<file path="config.mk">
export PLATFORM = sky130hd
export DESIGN_NAME = ex_alu_stage
export DESIGN_NICKNAME = d
export VERILOG_FILES = /design/src/rtl/ex_alu_stage.sv
export SDC_FILE = /design/constraint.sdc
export NUM_CORES = 1
export LEC_CHECK = 0
export ABC_AREA = 1
export CAP_MARGIN = 25
export CORE_MARGIN = 5
export CORE_UTILIZATION = 58
export CTS_CLUSTER_DIAMETER = 200
export DETAILED_ROUTE_END_ITERATION = 6
export PLACE_DENSITY = 0.89
export SYNTH_ARGS = -nofsm -noshare
export SYNTH_HDL_FRONTEND = slang
export SYNTH_SLANG_ARGS = --single-unit
export TNS_END_PERCENT = 5
</file>
<file path="constraint.sdc">
create_clock -name clk -period 2.1 [get_ports clk]
set_input_delay 0.525 -clock clk [delete_from_list [all_inputs] [get_ports clk]]
set_output_delay 0.525 -clock clk [all_outputs]
set_load 0.02 [all_outputs]
</file>
<file path="src/rtl/ex_alu_stage.sv">
// rtl/ex_alu_stage.sv - RV32I execute-stage ALU with EX/MEM pipeline register
//
// Purpose: computes the ALU result and the zero / less-than flags
// combinationally from the decoder's ALUOp/Cin/invA/invB/sign encoding and
// the forwarded operands, then registers them with the destination info
// under flush/stall control.
//
// Ports:
//   clk, rst            clock (rising edge), asynchronous active-high reset
//   id_valid            an instruction is presented this cycle
//   stall, flush        hold the EX/MEM register / load a bubble (flush wins)
//   alu_a, alu_b        operands (post-forwarding / register-or-immediate)
//   ALUOp               000 SLL, 001 SRL, 011 SRA, 100 ADD, 101 AND,
//                       110 OR, 111 XOR, 010 reserved (result 0)
//   Cin, invA, invB     adder carry-in and operand inversion
//   sign                1 = signed compare, 0 = unsigned compare
//   set_lt              result becomes the zero-extended lt flag
//   id_rd, id_we        destination register and write enable
//   ex_valid ... ex_we  registered EX/MEM outputs
module ex_alu_stage #(
   parameter int DATA_W = 32,
   parameter int RD_W   = 5
) (
   input  logic              clk,
   input  logic              rst,
   input  logic              id_valid,
   input  logic              stall,
   input  logic              flush,
   input  logic [DATA_W-1:0] alu_a,
   input  logic [DATA_W-1:0] alu_b,
   input  logic [2:0]        ALUOp,
   input  logic              Cin,
   input  logic              invA,
   input  logic              invB,
   input  logic              sign,
   input  logic              set_lt,
   input  logic [RD_W-1:0]   id_rd,
   input  logic              id_we,
   output logic              ex_valid,
   output logic [DATA_W-1:0] ex_result,
   output logic              ex_zero,
   output logic              ex_lt,
   output logic [RD_W-1:0]   ex_rd,
   output logic              ex_we
);

   localparam int SH_W = $clog2(DATA_W);

   localparam logic [2:0] OP_SLL = 3'b000;
   localparam logic [2:0] OP_SRL = 3'b001;
   localparam logic [2:0] OP_SRA = 3'b011;
   localparam logic [2:0] OP_ADD = 3'b100;
   localparam logic [2:0] OP_AND = 3'b101;
   localparam logic [2:0] OP_OR  = 3'b110;
   localparam logic [2:0] OP_XOR = 3'b111;

   logic [DATA_W-1:0] a_mod;
   logic [DATA_W-1:0] b_mod;
   logic [DATA_W:0]   sum;
   logic [SH_W-1:0]   shamt;
   logic              overflow;
   logic              lt_flag;
   logic              zero_flag;
   logic [DATA_W-1:0] op_result;
   logic [DATA_W-1:0] alu_result;

   logic              valid_d,  valid_q;
   logic [DATA_W-1:0] result_d, result_q;
   logic              zero_d,   zero_q;
   logic              lt_d,     lt_q;
   logic [RD_W-1:0]   rd_d,     rd_q;
   logic              we_d,     we_q;

   // Datapath: adder and flags are evaluated every cycle, whatever ALUOp is.
   always_comb begin
      a_mod     = invA ? ~alu_a : alu_a;
      b_mod     = invB ? ~alu_b : alu_b;
      sum       = {1'b0, a_mod} + {1'b0, b_mod} + {{DATA_W{1'b0}}, Cin};
      shamt     = alu_b[SH_W-1:0];
      zero_flag = (sum[DATA_W-1:0] == '0);
      // Overflow of the signed add: like-signed inputs, differently-signed sum.
      overflow  = (a_mod[DATA_W-1] == b_mod[DATA_W-1]) &&
                  (sum[DATA_W-1] != a_mod[DATA_W-1]);
      // Unsigned borrow is the inverted carry-out of A + ~B + 1.
      lt_flag   = sign ? (sum[DATA_W-1] ^ overflow) : ~sum[DATA_W];

      op_result = '0;
      case (ALUOp)
         OP_SLL:  op_result = alu_a << shamt;
         OP_SRL:  op_result = alu_a >> shamt;
         OP_SRA:  op_result = $unsigned($signed(alu_a) >>> shamt);
         OP_ADD:  op_result = sum[DATA_W-1:0];
         OP_AND:  op_result = a_mod & b_mod;
         OP_OR:   op_result = a_mod | b_mod;
         OP_XOR:  op_result = a_mod ^ b_mod;
         default: op_result = '0;
      endcase

      alu_result = set_lt ? {{(DATA_W-1){1'b0}}, lt_flag} : op_result;
   end

   // EX/MEM next state: flush beats stall; stall holds; otherwise load.
   always_comb begin
      valid_d  = valid_q;
      result_d = result_q;
      zero_d   = zero_q;
      lt_d     = lt_q;
      rd_d     = rd_q;
      we_d     = we_q;
      if (flush) begin
         valid_d = 1'b0;
         we_d    = 1'b0;
      end else if (!stall) begin
         valid_d  = id_valid;
         result_d = alu_result;
         zero_d   = zero_flag;
         lt_d     = lt_flag;
         rd_d     = id_rd;
         // x0 is hard-wired zero, so a write to it is dropped here.
         we_d     = id_valid & id_we & (id_rd != '0);
      end
   end

   always_ff @(posedge clk or posedge rst) begin
      if (rst) begin
         valid_q  <= 1'b0;
         result_q <= '0;
         zero_q   <= 1'b0;
         lt_q     <= 1'b0;
         rd_q     <= '0;
         we_q     <= 1'b0;
      end else begin
         valid_q  <= valid_d;
         result_q <= result_d;
         zero_q   <= zero_d;
         lt_q     <= lt_d;
         rd_q     <= rd_d;
         we_q     <= we_d;
      end
   end

   assign ex_valid  = valid_q;
   assign ex_result = result_q;
   assign ex_zero   = zero_q;
   assign ex_lt     = lt_q;
   assign ex_rd     = rd_q;
   assign ex_we     = we_q;

endmodule
</file>
==> results of run 1 <==
==> cells by family after synthesis <==
group	count (synthesis)	share of synthesized area [%]
buffers and inverters	334	14.2
AND/OR/NAND/NOR	1054	44.4
adder cells (fa/ha/maj)	66	8.63
AO/OA/AOI/OAI	259	15.9
XOR/XNOR	67	6.02
multiplexers	4	0.411
flip-flops	41	10.5
==> timing repair <==
action | CTS
buffers inserted | 46
gates cloned | 2
endpoints found under the setup margin | 34
pin swaps | 92
gates resized for setup | 348
==> metrics by stage <==
stage | hold WS (ps) | cell area, um^2 | setup slack, ps
after floorplan | 583 | 9790 | -734
after global placement | 460 | 13600 | -1080
after detailed placement | 463 | 13600 | -1200
after CTS | 483 | 15500 | -565
==> layer usage <==
| metal | track usage, % | GRT overflow |
|---|---|---|
| met1 | 82.4 | 56 |
| met2 | 103 | 444 |
| met3 | 78.4 | 45 |
| met5 | 47.4 | 3 |
| met4 | 89.2 | 241 |
==> results_dict.tcl, run 1 <==
set metrics [dict create \
    cts_hold_buffers_added 0 \
    cts_root_buf "sky130_fd_sc_hd__clkbuf_16" \
    initial_utilization_pct 58.9 \
    tritoncts_buffers 5 \
    cell_taking_the_most_area_after_synthesis "sky130_fd_sc_hd__nand2_1" \
    ys.warnings.count 0 \
    row_count 47 \
    synth_commonest_cells "sky130_fd_sc_hd__nand2_1, sky130_fd_sc_hd__inv_1, sky130_fd_sc_hd__nand3_1" \
    cts-htree-levels 2 \
    synth-seq-area-share_pct 10.5 \
    grt_pass1_wl_mm 132 \
    clock_path_buffers 2 \
    aggregate_global_routing_overflow 789 \
    failing_step "5_1_grt" \
    tool.error "[ERROR GRT-0116] Global routing finished with congestion. Check the congestion regions in the DRC Viewer." \
    numPortBuffers 123 \
    syn-num-nets 1974 \
    synth.avg_cell_area_um2 5.34 \
    synth.top_cell.area_share_pct 28.8 \
    mappedNetlistArea_um2 9740 \
    die-height_um 140 \
    synth_cell_type_count 52 \
    synthMostInstantiatedCell "sky130_fd_sc_hd__nand2_1" \
    first_global_vias 20538 \
    clkSinkCount 41 \
    postSynthCellCount 1825 \
    ys.flop_type "sky130_fd_sc_hd__dfrtp_1" \
    dp_cells 2434 \
    synth_enable_flop_cells 0 \
    place_hpwl_mm 37.9 \
    run_status "aborted with a tool error" \
    synth_seq_cells 41 \
    largest_net_degree_at_the_start_of_global_routing 47 \
    leading_post_synthesis_cells_by_cell_area "sky130_fd_sc_hd__nand2_1, sky130_fd_sc_hd__dfrtp_1, sky130_fd_sc_hd__inv_1" \
    gpl.final_weighted_congestion 1.23 \
    global_route.usage.total_pct 87.5 \
    synthArstFlopShare_pct 100 \
    pin_count 124 \
    fp.dieW_um 140 \
]
==> run 2: changes to the inputs <==
--- a/config.mk
+++ b/config.mk
@@ -8,10 +8,9 @@
 export ABC_AREA = 1
 export CAP_MARGIN = 25
 export CORE_MARGIN = 5
-export CORE_UTILIZATION = 58
-export CTS_CLUSTER_DIAMETER = 200
+export CORE_UTILIZATION = 40
 export DETAILED_ROUTE_END_ITERATION = 6
-export PLACE_DENSITY = 0.89
+export PLACE_DENSITY_LB_ADDON = 0.15
 export SYNTH_ARGS = -nofsm -noshare
 export SYNTH_HDL_FRONTEND = slang
 export SYNTH_SLANG_ARGS = --single-unit
==> run 2 against run 1 <==
Against the previous run: the flow now finishes, with violations (negative setup slack); synthesized cell count is the same; area after synthesis is the same.
==> results_dict.tcl, run 2 <==
set metrics [dict create \
    run_status "finished with violations" \
    violations "negative setup slack" \
    cts_root_buf "sky130_fd_sc_hd__clkbuf_16" \
    synth_cell_type_count 52 \
    clkPwrFrac_pct 12.9 \
    cts_tree "yes" \
    cp-start-kind "input pin" \
    met2RoutedLength_mm 23.7 \
    grt_pass1_wl_mm 76.8 \
    pin_count 124 \
    synthArstFlopShare_pct 100 \
    fin_crit_sh_pct 127 \
    ys.warnings.count 0 \
    antenna-diode-count 0 \
    slew_headroom_pct 58.2 \
    worst_endpoint_required_time_ps 2290 \
    ys.flop_type "sky130_fd_sc_hd__dfrtp_1" \
    post-route-min-period_ps 2670 \
    clkSinkCount 41 \
    max_reg_flops 32 \
    postSynthCellCount 1825 \
    worst_setup_path_type "input pin to register" \
    p_per_area_nw_per_um2 495 \
    mappedNetlistArea_um2 9740 \
    worst-slew-pin-transition_ps 620 \
    intPower_w 0.00426 \
    clock-skew-final_ps 0 \
    netSwitchingPower_w 0.00377 \
    initial_utilization_pct 40.3 \
    synth.avg_cell_area_um2 5.34 \
    cell_taking_the_most_area_after_synthesis "sky130_fd_sc_hd__nand2_1" \
    placement.setup.worst_slack_ps -1390 \
    place_hpwl_mm 41.1 \
    length_of_the_first_detailed_routing_pass_in_iterations 7 \
    wl_mm 50.6 \
    die-height_um 166 \
    avgRoutedWirePerCell_um 19.1 \
    aggregate_global_routing_overflow 0 \
    max_cap_viol_count 0 \
    syn-num-nets 1974 \
    topRoutingLayerUsed "met5" \
    die_area_um2 27600 \
    report.final.slew_viol_count 0 \
    synth_commonest_cells "sky130_fd_sc_hd__nand2_1, sky130_fd_sc_hd__inv_1, sky130_fd_sc_hd__nand3_1" \
    clock_path_buffers 2 \
    clk-insertion-delay-late_ps 290 \
    synth-seq-area-share_pct 10.5 \
    clock_transition_at_the_registers_of_the_reported_paths_ps 70 \
    cts-htree-levels 2 \
    antenna_found_initial 1 \
    worst-endpoint-arrival_ps 2860 \
    fp.dieW_um 166 \
    routed-via-count 14167 \
    cp-end-kind "register" \
    vias_per_cell 5.34 \
    global_route.usage.total_pct 35.0 \
    power.share.switching_pct 46.9 \
    synth.top_cell.area_share_pct 28.8 \
    tritoncts_buffers 5 \
    design.core.area_um2 24200 \
    final_common_cell "sky130_fd_sc_hd__nand2_1" \
    final_critical_path_setup_slack_ps -567 \
    routed-wl-met3_mm 3.98 \
    synth_enable_flop_cells 0 \
    layout.nets 2476 \
    row_count 57 \
    drt_first_iter_violations 1279 \
    timing_hold_violations_final 0 \
    first_global_vias 13780 \
    wirelength_met1_mm 20.3 \
    synthMostInstantiatedCell "sky130_fd_sc_hd__nand2_1" \
    gpl.final_weighted_congestion 1.04 \
    timing_limited_maximum_frequency_mhz 375 \
    final_cell_mix "sky130_fd_sc_hd__nand2_1, sky130_fd_sc_hd__buf_4, sky130_fd_sc_hd__inv_1" \
    vdd_ir_drop_max_mv 0.350 \
    combinationalPowerShare_pct 75.3 \
    rsz_0062_raised_after_global_routing "true" \
    cts_hold_buffers_added 0 \
    numPortBuffers 123 \
    critical_path_peak_fanout 3 \
    drc 0 \
    sequential_group_share_of_total_power_pct 11.8 \
    setup_total_negative_slack_ps -15420 \
    antenna_violating_nets_post_route 0 \
    largest_net_degree_at_the_start_of_global_routing 50 \
    min-delay-path-class "register to register" \
    cellLeakagePower_nw 8.75 \
    final_layout_size_suffix_gt1_share_pct 32.9 \
    syn_to_final_growth_pct 66.5 \
    setup_viol 34 \
    synth_seq_cells 41 \
    leading_post_synthesis_cells_by_cell_area "sky130_fd_sc_hd__nand2_1, sky130_fd_sc_hd__dfrtp_1, sky130_fd_sc_hd__inv_1" \
]
==> run 2: critical path, stage by stage <==
cell and delay (ps):
sky130_fd_sc_hd__buf_8 100, sky130_fd_sc_hd__buf_6 120, sky130_fd_sc_hd__xnor2_4 160, sky130_fd_sc_hd__inv_2 70, sky130_fd_sc_hd__fa_2 390, sky130_fd_sc_hd__inv_2 60, sky130_fd_sc_hd__fa_2 210, sky130_fd_sc_hd__inv_2 70
sky130_fd_sc_hd__nand3_4 70, sky130_fd_sc_hd__nand2_4 70, sky130_fd_sc_hd__nand2_2 80, sky130_fd_sc_hd__nand2_2 50, sky130_fd_sc_hd__nand2_1 70, sky130_fd_sc_hd__nand2_1 70, sky130_fd_sc_hd__nand2_1 100, sky130_fd_sc_hd__o211ai_1 220
sky130_fd_sc_hd__o21ai_2 220, sky130_fd_sc_hd__buf_4 150, sky130_fd_sc_hd__nand2_2 40
==> run 2: power by group through the flow <==
stage / clock network, W / registers, W / logic, W
3_3_place_gp: 0 / 0.000955 / 0.00493
3_5_place_dp: 0 / 0.000956 / 0.00496
6_report: 0.00104 / 0.000944 / 0.00605
5_1_grt: 0.00108 / 0.000956 / 0.00649
2_1_floorplan: 0 / 0.00107 / 0.00237
4_1_cts: 0.00104 / 0.000944 / 0.00567
==> run 2: cell type report <==
class | instances | area [um^2]
clock inverters | 3 | 68.8
fillers | 2251 | 7960
clock buffers | 5 | 125
multi-input cells | 1450 | 8800
inverters | 253 | 952
repair buffers | 576 | 4840
well taps | 324 | 405
flip-flops and latches | 41 | 1030
==> run 2: timing repair <==
action	CTS	global route
setup buffers	29	6
resized for setup	273	96
pin swaps	83	45
gates cloned	2	0
endpoints found under the setup margin	34	34
==> run 2: logic make-up after synthesis <==
family	count (synthesis)	synth area share, %
adder cells (fa/ha/maj)	66	8.63
XOR/XNOR	67	6.02
multiplexers	4	0.411
buffers and inverters	334	14.2
AO/OA/AOI/OAI	259	15.9
AND/OR/NAND/NOR	1054	44.4
flip-flops	41	10.5
==> run 2: routing by layer <==
metal / GRT usage [%] / vias to the layer above
met1: 44.2 / 6580
met2: 60.7 / 622
met5: 0 / -
met3: 5.07 / 148
met4: 12.7 / 2
li1: - / 6815
==> run 2: worst paths after layout <==
| check | slack [ps] | depth (start not counted) | end | from |
|---|---|---|---|---|
| worst min-delay path | 480 | 2 | ex_rd[4] | ex_rd[4] |
| worst max-delay path | -570 | 19 | ex_result[8] | invB |
| min in group asynchronous | 660 | 3 | ex_rd[3] | rst |
| worst min register to register | 480 | 2 | ex_rd[4] | ex_rd[4] |
| max in group asynchronous | 1050 | 3 | ex_result[16] | rst |
| worst max register to register | 1420 | 2 | ex_lt | ex_lt |
==> run 2: stage by stage <==
| step | hold WS [ps] | area (um^2) | power (W) | instances | util, % |
|---|---|---|---|---|---|
| 6_report | 479 | 16200 | 0.00803 | 2652 | 67.1 |
| 5_1_grt | 499 | 16200 | 0.00852 | 2652 | 67.1 |
| 4_1_cts | 482 | 15800 | 0.00766 | 2646 | 65.4 |
| 3_5_place_dp | 465 | 14200 | 0.00592 | 2608 | 58.9 |
| 3_3_place_gp | 457 | 14200 | 0.00588 | 2608 | 58.9 |
| 2_1_floorplan | 583 | 9790 | 0.00344 | 1825 | - |
Note: power is estimated with default switching activity, not from simulation.
